==> config.mk <==
export PLATFORM = sky130hd
export DESIGN_NAME = tick_counter_ctrl_flat
export DESIGN_NICKNAME = d
export VERILOG_FILES = /design/src/rtl/tick_ctrl_pkg.sv /design/src/rtl/tick_counter_ctrl_if.sv /design/src/rtl/key_debounce.sv /design/src/rtl/tick_counter_ctrl.sv /design/src/flat_wrapper.sv
export SDC_FILE = /design/constraint.sdc
export NUM_CORES = 1
export LEC_CHECK = 0
export CAP_MARGIN = 0
export CORE_UTILIZATION = 50
export CTS_CLUSTER_SIZE = 16
export DETAILED_ROUTE_END_ITERATION = 7
export DONT_BUFFER_PORTS = 1
export GPL_ROUTABILITY_DRIVEN = 1
export SKIP_CTS_REPAIR_TIMING = 1
export SYNTH_ARGS = -nofsm -noshare
export SYNTH_HDL_FRONTEND = slang
export SYNTH_HIERARCHICAL = 1
export SYNTH_SLANG_ARGS = --single-unit
==> constraint.sdc <==
create_clock -name sys_clk -period 2.9 [get_ports sys_clk]
set_input_delay 0.58 -clock sys_clk [delete_from_list [all_inputs] [get_ports sys_clk]]
set_output_delay 0.58 -clock sys_clk [all_outputs]
set_load 0.03 [all_outputs]
==> src/rtl/tick_ctrl_pkg.sv <==
// Shared types and helpers for the tick counter controller.
// COUNT_DOWN_EN (optional macro) adds the key_dir input and down counting.
package tick_ctrl_pkg;

    localparam int COUNT_W = 14;

    typedef enum logic [1:0] {
        IDLE  = 2'd0,
        RUN   = 2'd1,
        PAUSE = 2'd2
    } state_t;

    // One count step, wrapping between 0 and max_v in either direction
    function automatic logic [COUNT_W-1:0] step_count(
        input logic [COUNT_W-1:0] cur,
        input logic [COUNT_W-1:0] max_v,
        input logic               down
    );
        logic [COUNT_W-1:0] nxt;
        if (down) begin
            nxt = (cur == {COUNT_W{1'b0}}) ? max_v : (cur - COUNT_W'(1'b1));
        end else begin
            nxt = (cur >= max_v) ? {COUNT_W{1'b0}} : (cur + COUNT_W'(1'b1));
        end
        return nxt;
    endfunction

endpackage

==> src/rtl/tick_counter_ctrl_if.sv <==
// Key inputs and count outputs of tick_counter_ctrl.
// key_dir exists only when COUNT_DOWN_EN is defined.
interface tick_counter_ctrl_if;
    import tick_ctrl_pkg::*;

    logic               key_start;
    logic               key_clear;
`ifdef COUNT_DOWN_EN
    logic               key_dir;
`endif
    logic [COUNT_W-1:0] counter;
    logic               running;
    logic               tick;

`ifdef COUNT_DOWN_EN
    modport master (output key_start, key_clear, key_dir, input counter, running, tick);
    modport slave  (input key_start, key_clear, key_dir, output counter, running, tick);
`else
    modport master (output key_start, key_clear, input counter, running, tick);
    modport slave  (input key_start, key_clear, output counter, running, tick);
`endif

endinterface

==> src/rtl/key_debounce.sv <==
// Two-flop synchronizer, stable-run debouncer and press pulse for one raw key.
module key_debounce #(
    parameter int DEB_CYC = 1000000
) (
    input  logic sys_clk,
    input  logic sys_rst_n,
    input  logic key_raw,
    output logic key_level,
    output logic key_press
);
    localparam int CNT_W = (DEB_CYC > 1) ? $clog2(DEB_CYC) : 1;
    localparam logic [CNT_W-1:0] CNT_LAST = CNT_W'(DEB_CYC - 1);

    logic             sync1_r;
    logic             sync2_r;
    logic             level_r;
    logic             press_r;
    logic [CNT_W-1:0] cnt_r;
    logic             differ_s;
    logic             accept_s;

    // Synchronizer idles at the released level
    always_ff @(posedge sys_clk or negedge sys_rst_n) begin
        if (!sys_rst_n) begin
            sync1_r <= 1'b1;
            sync2_r <= 1'b1;
        end else begin
            sync1_r <= key_raw;
            sync2_r <= sync1_r;
        end
    end

    // Accept the new level on the DEB_CYC-th consecutive disagreeing sample
    always_comb begin
        differ_s = (sync2_r != level_r);
        accept_s = differ_s && (cnt_r == CNT_LAST);
    end

    // Run length of samples disagreeing with the accepted level
    always_ff @(posedge sys_clk or negedge sys_rst_n) begin
        if (!sys_rst_n) begin
            cnt_r <= {CNT_W{1'b0}};
        end else if (!differ_s || accept_s) begin
            cnt_r <= {CNT_W{1'b0}};
        end else begin
            cnt_r <= cnt_r + CNT_W'(1'b1);
        end
    end

    // Debounced level plus one-cycle pulse on an accepted 1->0 change
    always_ff @(posedge sys_clk or negedge sys_rst_n) begin
        if (!sys_rst_n) begin
            level_r <= 1'b1;
            press_r <= 1'b0;
        end else begin
            level_r <= accept_s ? sync2_r : level_r;
            press_r <= accept_s & ~sync2_r;
        end
    end

    assign key_level = level_r;
    assign key_press = press_r;

endmodule

==> src/rtl/tick_counter_ctrl.sv <==
// Start/pause/clear step counter with a CLK_HZ-cycle prescaler.
// Defining COUNT_DOWN_EN adds a debounced key_dir level selecting down counting.
module tick_counter_ctrl
    import tick_ctrl_pkg::*;
#(
    parameter int CLK_HZ    = 50000000,
    parameter int DEB_CYC   = 1000000,
    parameter int MAX_COUNT = 9999
) (
    input  logic                sys_clk,
    input  logic                sys_rst_n,
    tick_counter_ctrl_if.slave  bus
);
    localparam int PRESC_W = $clog2(CLK_HZ);
    localparam logic [PRESC_W-1:0] PRESC_LAST = PRESC_W'(CLK_HZ - 1);
    localparam logic [COUNT_W-1:0] COUNT_MAX  = COUNT_W'(MAX_COUNT);

    state_t             state_r;
    state_t             next_state_s;
    logic [PRESC_W-1:0] presc_r;
    logic [COUNT_W-1:0] counter_r;
    logic               tick_r;
    logic               running_r;
    logic               start_press_s;
    logic               clear_press_s;
    logic               start_level_unused_s;
    logic               clear_level_unused_s;
    logic               dir_down_s;
    logic               zero_s;
    logic               presc_adv_s;
    logic               step_s;

    key_debounce #(.DEB_CYC(DEB_CYC)) u_deb_start (
        .sys_clk   (sys_clk),
        .sys_rst_n (sys_rst_n),
        .key_raw   (bus.key_start),
        .key_level (start_level_unused_s),
        .key_press (start_press_s)
    );

    key_debounce #(.DEB_CYC(DEB_CYC)) u_deb_clear (
        .sys_clk   (sys_clk),
        .sys_rst_n (sys_rst_n),
        .key_raw   (bus.key_clear),
        .key_level (clear_level_unused_s),
        .key_press (clear_press_s)
    );

`ifdef COUNT_DOWN_EN
    logic dir_level_s;
    logic dir_press_unused_s;

    key_debounce #(.DEB_CYC(DEB_CYC)) u_deb_dir (
        .sys_clk   (sys_clk),
        .sys_rst_n (sys_rst_n),
        .key_raw   (bus.key_dir),
        .key_level (dir_level_s),
        .key_press (dir_press_unused_s)
    );
    assign dir_down_s = dir_level_s;
`else
    assign dir_down_s = 1'b0;
`endif

    // State register
    always_ff @(posedge sys_clk or negedge sys_rst_n) begin
        if (!sys_rst_n) begin
            state_r <= IDLE;
        end else begin
            state_r <= next_state_s;
        end
    end

    // Next state: clear overrides everything, start toggles run/pause
    always_comb begin
        next_state_s = state_r;
        if (clear_press_s) begin
            next_state_s = IDLE;
        end else begin
            case (state_r)
                IDLE:    next_state_s = start_press_s ? RUN : IDLE;
                RUN:     next_state_s = start_press_s ? PAUSE : RUN;
                PAUSE:   next_state_s = start_press_s ? RUN : PAUSE;
                default: next_state_s = IDLE;
            endcase
        end
    end

    // Datapath controls; a clear in the step cycle suppresses the step
    always_comb begin
        zero_s      = 1'b0;
        presc_adv_s = 1'b0;
        step_s      = 1'b0;
        if (clear_press_s) begin
            zero_s = 1'b1;
        end else begin
            case (state_r)
                IDLE: zero_s = 1'b1;
                RUN: begin
                    presc_adv_s = 1'b1;
                    step_s      = (presc_r == PRESC_LAST);
                end
                PAUSE:   presc_adv_s = 1'b0;
                default: zero_s = 1'b1;
            endcase
        end
    end

    // Prescaler, count and registered status outputs
    always_ff @(posedge sys_clk or negedge sys_rst_n) begin
        if (!sys_rst_n) begin
            presc_r   <= {PRESC_W{1'b0}};
            counter_r <= {COUNT_W{1'b0}};
            tick_r    <= 1'b0;
            running_r <= 1'b0;
        end else begin
            if (zero_s) begin
                presc_r   <= {PRESC_W{1'b0}};
                counter_r <= {COUNT_W{1'b0}};
            end else if (presc_adv_s) begin
                presc_r   <= step_s ? {PRESC_W{1'b0}} : (presc_r + PRESC_W'(1'b1));
                counter_r <= step_s ? step_count(counter_r, COUNT_MAX, dir_down_s) : counter_r;
            end else begin
                presc_r   <= presc_r;
                counter_r <= counter_r;
            end
            tick_r    <= step_s;
            running_r <= (next_state_s == RUN);
        end
    end

    assign bus.counter = counter_r;
    assign bus.running = running_r;
    assign bus.tick    = tick_r;

endmodule
==> src/flat_wrapper.sv <==
// flat-port wrapper written by rule: the top's interface ports become plain ports
module tick_counter_ctrl_flat import tick_ctrl_pkg::*;
#(
    parameter int CLK_HZ    = 50000000,
    parameter int DEB_CYC   = 1000000,
    parameter int MAX_COUNT = 9999
)
  (sys_clk, sys_rst_n, bus_key_start, bus_key_clear, bus_counter, bus_running, bus_tick);
  tick_counter_ctrl_if bus_i ();
  input  logic sys_clk;
  input  logic sys_rst_n;
  input wire logic [$bits(bus_i.key_start)-1:0] bus_key_start;
  input wire logic [$bits(bus_i.key_clear)-1:0] bus_key_clear;
  output wire logic [$bits(bus_i.counter)-1:0] bus_counter;
  output wire logic [$bits(bus_i.running)-1:0] bus_running;
  output wire logic [$bits(bus_i.tick)-1:0] bus_tick;
  assign bus_i.key_start = bus_key_start;
  assign bus_i.key_clear = bus_key_clear;
  assign bus_counter = bus_i.counter;
  assign bus_running = bus_i.running;
  assign bus_tick = bus_i.tick;
  tick_counter_ctrl #(.CLK_HZ(CLK_HZ), .DEB_CYC(DEB_CYC), .MAX_COUNT(MAX_COUNT)) u_core (.sys_clk(sys_clk), .sys_rst_n(sys_rst_n), .bus(bus_i));
endmodule
# == Yosys cells after proc, flatten, opt, wreduce, memory -nomap -nowiden ==
# Cells that the tools add are included.
# word_totals
output_inout_bits,16
ff_bits,92
word_cells,63
# classes
n_addsub,4
reduce_logical,11
n_lt_le_gt_ge,1
n_mux,20
bitwise_logic,4
eq_ne,8
# ops
cell,count
26-bit two-way mux,3
14-bit two-way mux,4
"20-bit by 1-bit adder with 20-bit output, second input constant",2
"20-bit equality test, second input constant",2
20-bit two-way mux,2
"26-bit by 1-bit adder with 26-bit output, second input constant",1
"26-bit equality test, second input constant",1
"14-bit by 1-bit adder with 14-bit output, second input constant",1
"14-bit >= comparator, second input constant",1
1-bit two-way mux,7
2-bit two-way mux,3
2-bit case mux with 3 select lines,1
"2-bit by 1-bit equality test with 1-bit output, second input constant",2
2-bit nonzero test,2
1-bit bitwise AND,2
"2-bit equality test, second input constant",1
1-bit logical AND,2
1-bit logical NOT,2
2-bit logical NOT,1
1-bit logical OR,2
1-bit inequality test,2
1-bit inverter,2
2-bit AND reduction,1
2-bit OR reduction,1

# == Longest topological paths before layout ==
# Gate-level depths: netlist of run 1.
# depth
depth_word,6
depth_mapped,9
mapped_depth_nobuf,7

# == By module ==
# Netlist of run 1, hierarchy kept.
# by_module_without_submodules
mod,area_each_um2,seq_area_each_um2,instances,cells_each
tick_counter_ctrl,2534.9,1101.1,1,283
key_debounce,1129.8,604.3,2,109

# == Least setup slack after synthesis of run 1 ==
# OpenSTA, ideal clock, no wires.
# synth_path
path_type,register to register
start,reg u_core.u_deb_clear.cnt_r[12]
end,reg u_core.u_deb_clear.level_r (netlist: u_core/u_deb_clear/key_level)
path_slack_ps,863
t_arrival_ps,1952
synth_period_minus_slack_ps,2037
setup_time_ps,85
stages_incl_launch_ff,5
path_buffers,0
path_cell_list,dfrtp_1 -> or4_1 -> or4_4 -> nor2_1 -> mux2_1
# synth_between
elab_chain_cells,2
# synth_rtl
element,line,text
from (decl),key_debounce.sv:18,logic [CNT_W-1:0] cnt_r;
from (signal assigned),key_debounce.sv:42,cnt_r <= {CNT_W{1'b0}};
from (signal assigned),key_debounce.sv:44,cnt_r <= {CNT_W{1'b0}};
from (signal assigned),key_debounce.sv:46,cnt_r <= cnt_r + CNT_W'(1'b1);
20-bit equality test,key_debounce.sv:36,accept_s = differ_s && (cnt_r == CNT_LAST);
1-bit logical AND,key_debounce.sv:36,
to (signal assigned),key_debounce.sv:56,level_r <= accept_s ? sync2_r : level_r;
to (decl),key_debounce.sv:16,logic level_r;
# Every way passes these cells.
# A chain may end at the register's enable or synchronous reset.

# == Worst setup path in the final report of run 1 ==
# layout_path
start,reg u_core.u_deb_clear.press_r (netlist: u_core/u_deb_clear/key_press)
end,reg u_core.counter_r[9] (netlist: u_core/bus.counter[9])
# layout_between
elab_chain_cells,3
elab_cells_between_ends,7
cone_classes,4 x mux; 3 x reduce/logical
# layout_rtl
element,line,text
from (decl),key_debounce.sv:17,logic press_r;
from (signal assigned),key_debounce.sv:57,press_r <= accept_s & ~sync2_r;
1-bit two-way mux,tick_counter_ctrl.sv:94,if (clear_press_s) begin
2-bit nonzero test (no source line),-,
2-bit AND reduction (no source line),-,
to (signal assigned),tick_counter_ctrl.sv:113,counter_r <= {COUNT_W{1'b0}};
to (signal assigned),tick_counter_ctrl.sv:119,counter_r <= {COUNT_W{1'b0}};
to (signal assigned),tick_counter_ctrl.sv:122,"counter_r <= step_s ? step_count(counter_r, COUNT_MAX, dir_down_s) : counter_r;"
to (decl),tick_counter_ctrl.sv:21,logic [COUNT_W-1:0] counter_r;
# Parallel ways exist; a longest one is shown, timed or not.

==> impl_metrics.csv, run 1 <==
group,metric,value,unit
synth,avgSynthCellArea,9.57,um^2
outcome,status,"finished, final reports clean",
drt,vias,3656,
timing,rsz0062_at_grt,"no",
placement,place_congestion,0.875,
drt,via_per_inst,5.69,
setup_path,slowest_delay,580,ps
power_and_ir_drop,leakagePower,1.96,nW
die,dieHeight,99.9,um
timing,slew_viol_final,0,
synth,async_flop_share,1.00,
flow_run,drv_cap,0,
die,start_util,0.516,
setup_path,crit_required,3190,ps
drt,drt_iter0_markers,129,
synth,synth_edf_count,0,
placement,dp_hpwl,6.28,mm
setup_path,critPathKind,"reg -> reg",
cells_and_area,fin_nets,520,
timing,final-hold-violation-count,0,
timing,fin_ws,539,ps
synth,synth-seq-area-share,0.482,
power_and_ir_drop,p_seq_frac,0.604,
timing,fin_crit_sh,0.814,
drt,drcViolationCount,0,
drt,detail-route-antenna-nets,0,
drt,routed_wl,9.53,mm
setup_path,cp_cell_sequence,"or4b_4 -> nor4_4 -> and4bb_1 -> nand2_2 -> o22ai_1",
cells_and_area,drive_gt1_frac,0.0897,
power_and_ir_drop,power.switching,510,uW
timing,final.setup.tns,0,ps
cts,path_clk_slew,90,ps
drt,firstDrtPassIters,4,
synth,synth_warnings,6,
die,die_area,9990,um^2
die,die_x,99.9,um
global_routing,antenna_found_initial,0,
synth,ys.flop_type,"dfrtp_1",
setup_path,worst-r2r-cell-count,5,
timing,worst_slew_pin_slew,921,ps
cells_and_area,areaGrowthSynthToFinish,7.46,%
timing,skew,9.08,ps
setup_path,slowest_stage,"or4b_4",
timing,post-route-min-period,2360,ps
setup_path,r2r-start,"u_core/u_deb_clear/key_press$_DFF_PN0_",
placement,port_buffers,0,
setup_path,worst_ep_arrival_time,2650,ps
synth,syn_area,4790,um^2
cells_and_area,antenna_cells,0,
setup_path,r2r-end,"u_core/bus.counter[9]$_DFFE_PN0P_",
synth,synth_fp_nets,513,
global_routing,grt_overflow,0,
cts,clock_latency,370,ps
cts,htree_levels,3,
synth,synth_cell_types,51,
die,rows,35,
setup_path,cp_max_fo,10,
global_routing,grt_max_degree,93,
power_and_ir_drop,vdd_ir_drop_max,0.301,mV
timing,finalSetupViolCount,0,
global_routing,track_usage,0.204,
cts,clockBufferDepth,2,
setup_path,endpoint_kind,"flip-flop",
synth,ys_seq_elements,92,
placement,post-place-ws,572,ps
synth,syn_inst,501,
power_and_ir_drop,combPwrFrac,0.023,
die,core,9280,um^2
power_and_ir_drop,p_int,1.65,mW
setup_path,r2r_setup_slack,540,ps
timing,fmax,424,MHz
worst_hold_path,min_path_type,"in -> async",
drt,wl_per_cell,14.8,um
global_routing,grt_pass1_wl,16.1,mm
setup_path,startpoint_type,"flip-flop",
cts,cts_root_buf,"clkbuf_8",
cts,cts_buffers,9,
timing,max_slew_margin,0.386,
power_and_ir_drop,swShare,0.237,
die,ios,20,
power_and_ir_drop,power_density,419,nW/um^2
global_routing,grt_pass1_vias,3441,
cts,cts_sinks,92,
cells_and_area,final_core_util,0.555,
power_and_ir_drop,clkPwrFrac,0.374,
cts,cts_tree,"built",
## logic make-up after synthesis
kind of cell / after synthesis / synth area share
buffers and inverters: 37 / 0.0350
adder cells (fa/ha/maj): 8 / 0.0209
multiplexers: 9 / 0.0193
flip-flops: 92 / 0.482
XOR/XNOR: 46 / 0.0840
AO/OA/AOI/OAI: 60 / 0.0804
AND/OR/NAND/NOR: 249 / 0.279
## layer usage
| layer | vias up | GRT usage | part of all wire |
|---|---|---|---|
| met3 | 14 | 0.0467 | 0.035 |
| li1 | 1816 | - | - |
| met2 | 53 | 0.325 | 0.47 |
| met5 | - | 0 | 0 |
| met4 | 0 | 0.0781 | 0.015 |
| met1 | 1773 | 0.273 | 0.48 |
## cell usage in the layout, fill, tap and decap left out, types with 7 or more instances in the layout
cell / instances
a21oi_1: 13
a31oi_1: 15
and3_1: 10
buf_4: 7
clkbuf_8: 10
dfrtp_1: 86
ha_1: 8
inv_1: 25
mux2i_1: 7
nand2_1: 39
nand3_1: 31
nand4_1: 21
nor2_1: 66
nor3_1: 19
nor4_1: 16
o21ai_0: 13
or4_1: 8
xnor2_1: 31
xor2_1: 15
## power by group through the flow
stage               Clock [mW]  Combinational (mW)  Sequential (mW)
floorplan                    0              0.0220             1.33
CTS                      0.847              0.0238             1.30
global route             0.901              0.0592             1.30
finish                   0.806              0.0493             1.30
detailed placement           0              0.0236             1.33
global placement             0              0.0231             1.33
## metrics by stage
stage	power, mW	std cells	hold slack (ps)	instance area, um^2
2_1_floorplan	1.35	501	284	4790
3_3_place_gp	1.35	625	286	4940
3_5_place_dp	1.35	625	287	4940
4_1_cts	2.17	641	-125	5120
5_1_grt	2.26	642	4.40	5150
6_report	2.16	642	41.0	5150
## state kept, by name (all words and copies together), names as in the netlist
register	flops
u_core/u_deb_clear/cnt_r	20
u_core/u_deb_start/sync1_r	1
u_core/u_deb_clear/sync1_r	1
u_core/presc_r	26
u_core/u_deb_clear/key_level	1
u_core/u_deb_start/key_level	1
u_core/state_r	2
u_core/u_deb_clear/key_press	1
u_core/u_deb_clear/sync2_r	1
u_core/bus.running	1
u_core/u_deb_start/cnt_r	20
u_core/u_deb_start/key_press	1
u_core/bus.counter	14
u_core/bus.tick	1
u_core/u_deb_start/sync2_r	1
## synth_stat cells (all sizes together) (4+ instances only)
cell / number / area [um^2]
dfrtp: 86 / 2150
a21oi: 13 / 65.1
or4: 10 / 82.6
nor4b: 4 / 35.0
xnor2: 31 / 272
clkbuf: 4 / 15.0
inv: 25 / 93.8
nand3: 31 / 155
nand2: 40 / 153
nand4: 21 / 131
nor2: 66 / 248
nand4b: 4 / 35.0
xor2: 15 / 131
ha: 8 / 100
a31oi: 16 / 100
nor4: 18 / 134
and3: 10 / 62.6
dfstp: 6 / 158
mux2i: 7 / 70.1
nand3b: 5 / 37.5
o21ai: 16 / 103
nor3: 20 / 105
a31o: 5 / 43.8
buf: 8 / 58.8
## worst max path at each step
stage | startpoint | end | cells after the start
5_1_grt | u_core/state_r[0]$_DFF_PN0_ | u_core/presc_r[25]$_DFFE_PN0P_ | 6
4_1_cts | u_core/u_deb_clear/key_press$_DFF_PN0_ | u_core/bus.counter[9]$_DFFE_PN0P_ | 5
6_report | u_core/u_deb_clear/key_press$_DFF_PN0_ | u_core/bus.counter[9]$_DFFE_PN0P_ | 5
2_1_floorplan | u_core/u_deb_clear/cnt_r[12]$_DFF_PN0_ | u_core/u_deb_clear/key_level$_DFFE_PN1P_ | 4
3_3_place_gp | u_core/u_deb_clear/key_press$_DFF_PN0_ | u_core/bus.counter[13]$_DFFE_PN0P_ | 5
3_5_place_dp | u_core/u_deb_clear/key_press$_DFF_PN0_ | u_core/presc_r[13]$_DFFE_PN0P_ | 6
## critical path, delay by kind of cell, from the launching register on
| kind | cells | cell delay [ps] |
|---|---|---|
| flops | 1 | 460 |
| compound gates | 1 | 190 |
| simple gates | 4 | 1640 |
## cell type report
class                      count  area, um^2
clock inverter                 6        46.3
sequential                    92        2310
timing repair buffer           8        80.1
inverter                      25        93.8
tap                          129         161
clock buffer                  10         138
multi-input combinational    372        2320
fill                         834        4130
Note: power is estimated with default switching activity, not from simulation.
==> inputs of run 2 (changes only) <==
Settings changed: ABC_AREA from default to 1.
Clock period 2.9 ns to 2.2 ns, I/O delays scaled along.
==> run 2 against run 1 <==
Effect of this change:
- the run now ends with negative hold slack left
- count of clock-buffer cells in the layout grew 3
- synthesized area grew 14%
- sequential share of layout area shrank 5.4 points
- clock skew grew 3.8 ps
- largest cell class unchanged
- non-clock buffer count grew 6
- highest routed layer unchanged
- critical path type unchanged
- final cell count grew 44%
==> impl_metrics.csv, run 2 <==
group,metric,value,unit
outcome,status,"finished with violations",
outcome,violations,"negative hold slack",
setup_path,r2r-start,"u_core/state_r[0]$_DFF_PN0_",
cells_and_area,antenna_cells,0,
synth,synth.top_cells.by_area,"dfrtp_1 (40%), nand2_1 (16%), nor2_1 (11%)",
setup_path,r2r-end,"u_core/presc_r[15]$_DFFE_PN0P_",
power_and_ir_drop,total_power,2.93,mW
global_routing,antenna_found_initial,0,
cells_and_area,largest_reg_flops,26,
synth,synth_top_area_frac,0.395,
placement,dp_cells,910,
synth,synth_warnings,6,
power_and_ir_drop,vdd_ir_drop_max,0.535,mV
synth,synthAdderAreaFrac,0.0184,
cts,clockBufferDepth,2,
drt,via_per_inst,5.05,
cells_and_area,nFillCells,1026,
setup_path,worst-r2r-cell-count,13,
global_routing,track_usage,0.231,
synth,synth_xor_area_frac,0.0499,
die,rows,37,
synth,synth_compound_area_frac,0.0342,
cts,cts_root_buf,"clkbuf_8",
global_routing,grt_overflow,0,
setup_path,endpoint_kind,"flip-flop",
cts,cts_sinks,92,
cts,htree_levels,3,
die,dieHeight,106,um
setup_path,cp_max_fo,13,
setup_path,worst_ep_arrival_time,2260,ps
timing,fin_crit_sh,0.895,
synth,syn_area,5440,um^2
placement,port_buffers,0,
timing,worst_slew_pin_slew,487,ps
timing,post-route-min-period,1970,ps
synth,syn_inst,767,
drt,routed_wl,11.7,mm
cts,cts_buffers,9,
cells_and_area,final_common_cell,"nand2_1",
drt,wl_per_cell,12.6,um
timing,slew_viol_final,0,
cells_and_area,fin_nets,797,
setup_path,critPathKind,"reg -> reg",
setup_path,crit_required,2490,ps
die,core,10500,um^2
synth,synth_fp_nets,779,
synth,yosysMostFrequentCell,"nand2_1",
cells_and_area,top_regs,"u_core/presc_r (26), u_core/u_deb_clear/cnt_r (20), u_core/u_deb_start/cnt_r (20)",
synth,synth_top_cells_by_count,"nand2_1 (225), nor2_1 (166), dfrtp_1 (86), inv_1 (84), nand3_1 (50)",
timing,skew,12.9,ps
drt,firstDrtPassIters,5,
die,ios,20,
cells_and_area,final_cells,926,
timing,finalSetupViolCount,0,
synth,synth_top_cell_by_area,"dfrtp_1",
synth,synthMuxAreaShare,0,
global_routing,grt_pass1_vias,4536,
synth,avgSynthCellArea,7.10,um^2
timing,rsz0062_at_grt,"no",
die,die_x,106,um
power_and_ir_drop,power_density,500,nW/um^2
synth,synth-seq-area-share,0.424,
timing,max_slew_margin,0.676,
worst_hold_path,min_path_type,"in -> async",
synth,ys_seq_elements,92,
setup_path,startpoint_type,"flip-flop",
drt,vias,4676,
setup_path,r2r_setup_slack,230,ps
drt,drt_iter0_markers,259,
synth,synthSimpleGateAreaFrac,0.402,
cts,path_clk_slew,100,ps
synth,synth_cell_types,31,
placement,dp_hpwl,8.55,mm
die,start_util,0.520,
placement,place_congestion,0.875,
die,die_area,11300,um^2
synth,synth_top_family_by_area,"simple AND/OR/NAND/NOR gates",
cells_and_area,drive_gt1_frac,0.0848,
cts,clock_latency,360,ps
global_routing,grt_pass1_wl,20.7,mm
power_and_ir_drop,leakagePower,2.55,nW
cts,cts_tree,"built",
global_routing,grt_max_degree,93,
drt,detail-route-antenna-nets,0,
flow_run,drv_cap,0,
synth,ys.flop_type,"dfrtp_1",
cells_and_area,areaGrowthSynthToFinish,7.70,%
timing,whs,-236,ps
drt,drcViolationCount,0,
synth,async_flop_share,1.00,
timing,fmax,508,MHz
setup_path,startpoint,"u_core/state_r[0]$_DFF_PN0_",
cells_and_area,layout_common_cells,"nand2_1 (225), nor2_1 (166), dfrtp_1 (86)",
synth,synth_edf_count,0,
timing,final.setup.tns,0,ps
cells_and_area,regMostFlops,"u_core/presc_r",
timing,final-hold-violation-count,92,
==> run 2: area by class of cell <==
type / count / area, um^2 / area share
clock inverters: 3 / 45.0 / 0.00768
clock buffers: 13 / 159 / 0.0271
well taps: 136 / 170 / 0.0290
inverters: 88 / 330 / 0.0563
flip-flops and latches: 92 / 2310 / 0.394
multi-input cells: 580 / 2740 / 0.468
repair buffers: 14 / 105 / 0.0179
==> run 2: layer usage <==
layer	global-route usage	share of wire	vias to the layer above
li1	-	-	2418
met1	0.303	0.50	2155
met2	0.371	0.46	82
met3	0.0460	0.027	21
met4	0.0952	0.020	0
met5	0	0	-
==> run 2: critical path: stages, from the launching register on <==
cell and delay [ps]:
dfrtp_1 380, inv_1 70, ha_1 280, inv_1 70
nor2_2 40, nand2_1 330, nand2_1 120, inv_1 100
nand2_1 80, nor2_1 160, nand2_1 80, nand2_1 70
nand2_1 40, nor2_1 80
==> run 2: worst max path at each step <==
stage / end / slack, ps / cells after the start
after floorplan: u_core/bus.counter[0]$_DFFE_PN0P_ / 500 / 8
after global placement: u_core/presc_r[15]$_DFFE_PN0P_ / 290 / 12
after detailed placement: u_core/presc_r[9]$_DFFE_PN0P_ / 240 / 12
after CTS: u_core/presc_r[9]$_DFFE_PN0P_ / 240 / 12
after global routing: u_core/presc_r[15]$_DFFE_PN0P_ / 30 / 13
final: u_core/presc_r[15]$_DFFE_PN0P_ / 230 / 13
==> run 2: cell families after synthesis <==
| group | Yosys count |
|---|---|
| adders and majority gates | 8 |
| xor gates and xnor gates | 31 |
| DFF | 92 |
| and+or+nand+nor | 507 |
| AOI/OAI and AO/OA | 34 |
| buffers and inverters | 95 |
==> run 2: report_power, final <==
group | leakage, nW | internal [mW] | total [mW] | switching [mW]
sequential | 1.26 | 1.71 | 1.72 | 0.0123
combinational | 1.20 | 0.0111 | 0.0352 | 0.0241
clock | 0.0959 | 0.589 | 1.18 | 0.590
==> run 2: stage by stage <==
step                setup WS (ps)  area (um^2)   util
detailed placement            245         5660  0.541
finish                        232         5860  0.560
floorplan                     499         5440      -
CTS                           236         5860  0.560
global placement              291         5660  0.541
global route                 32.2         5860  0.560
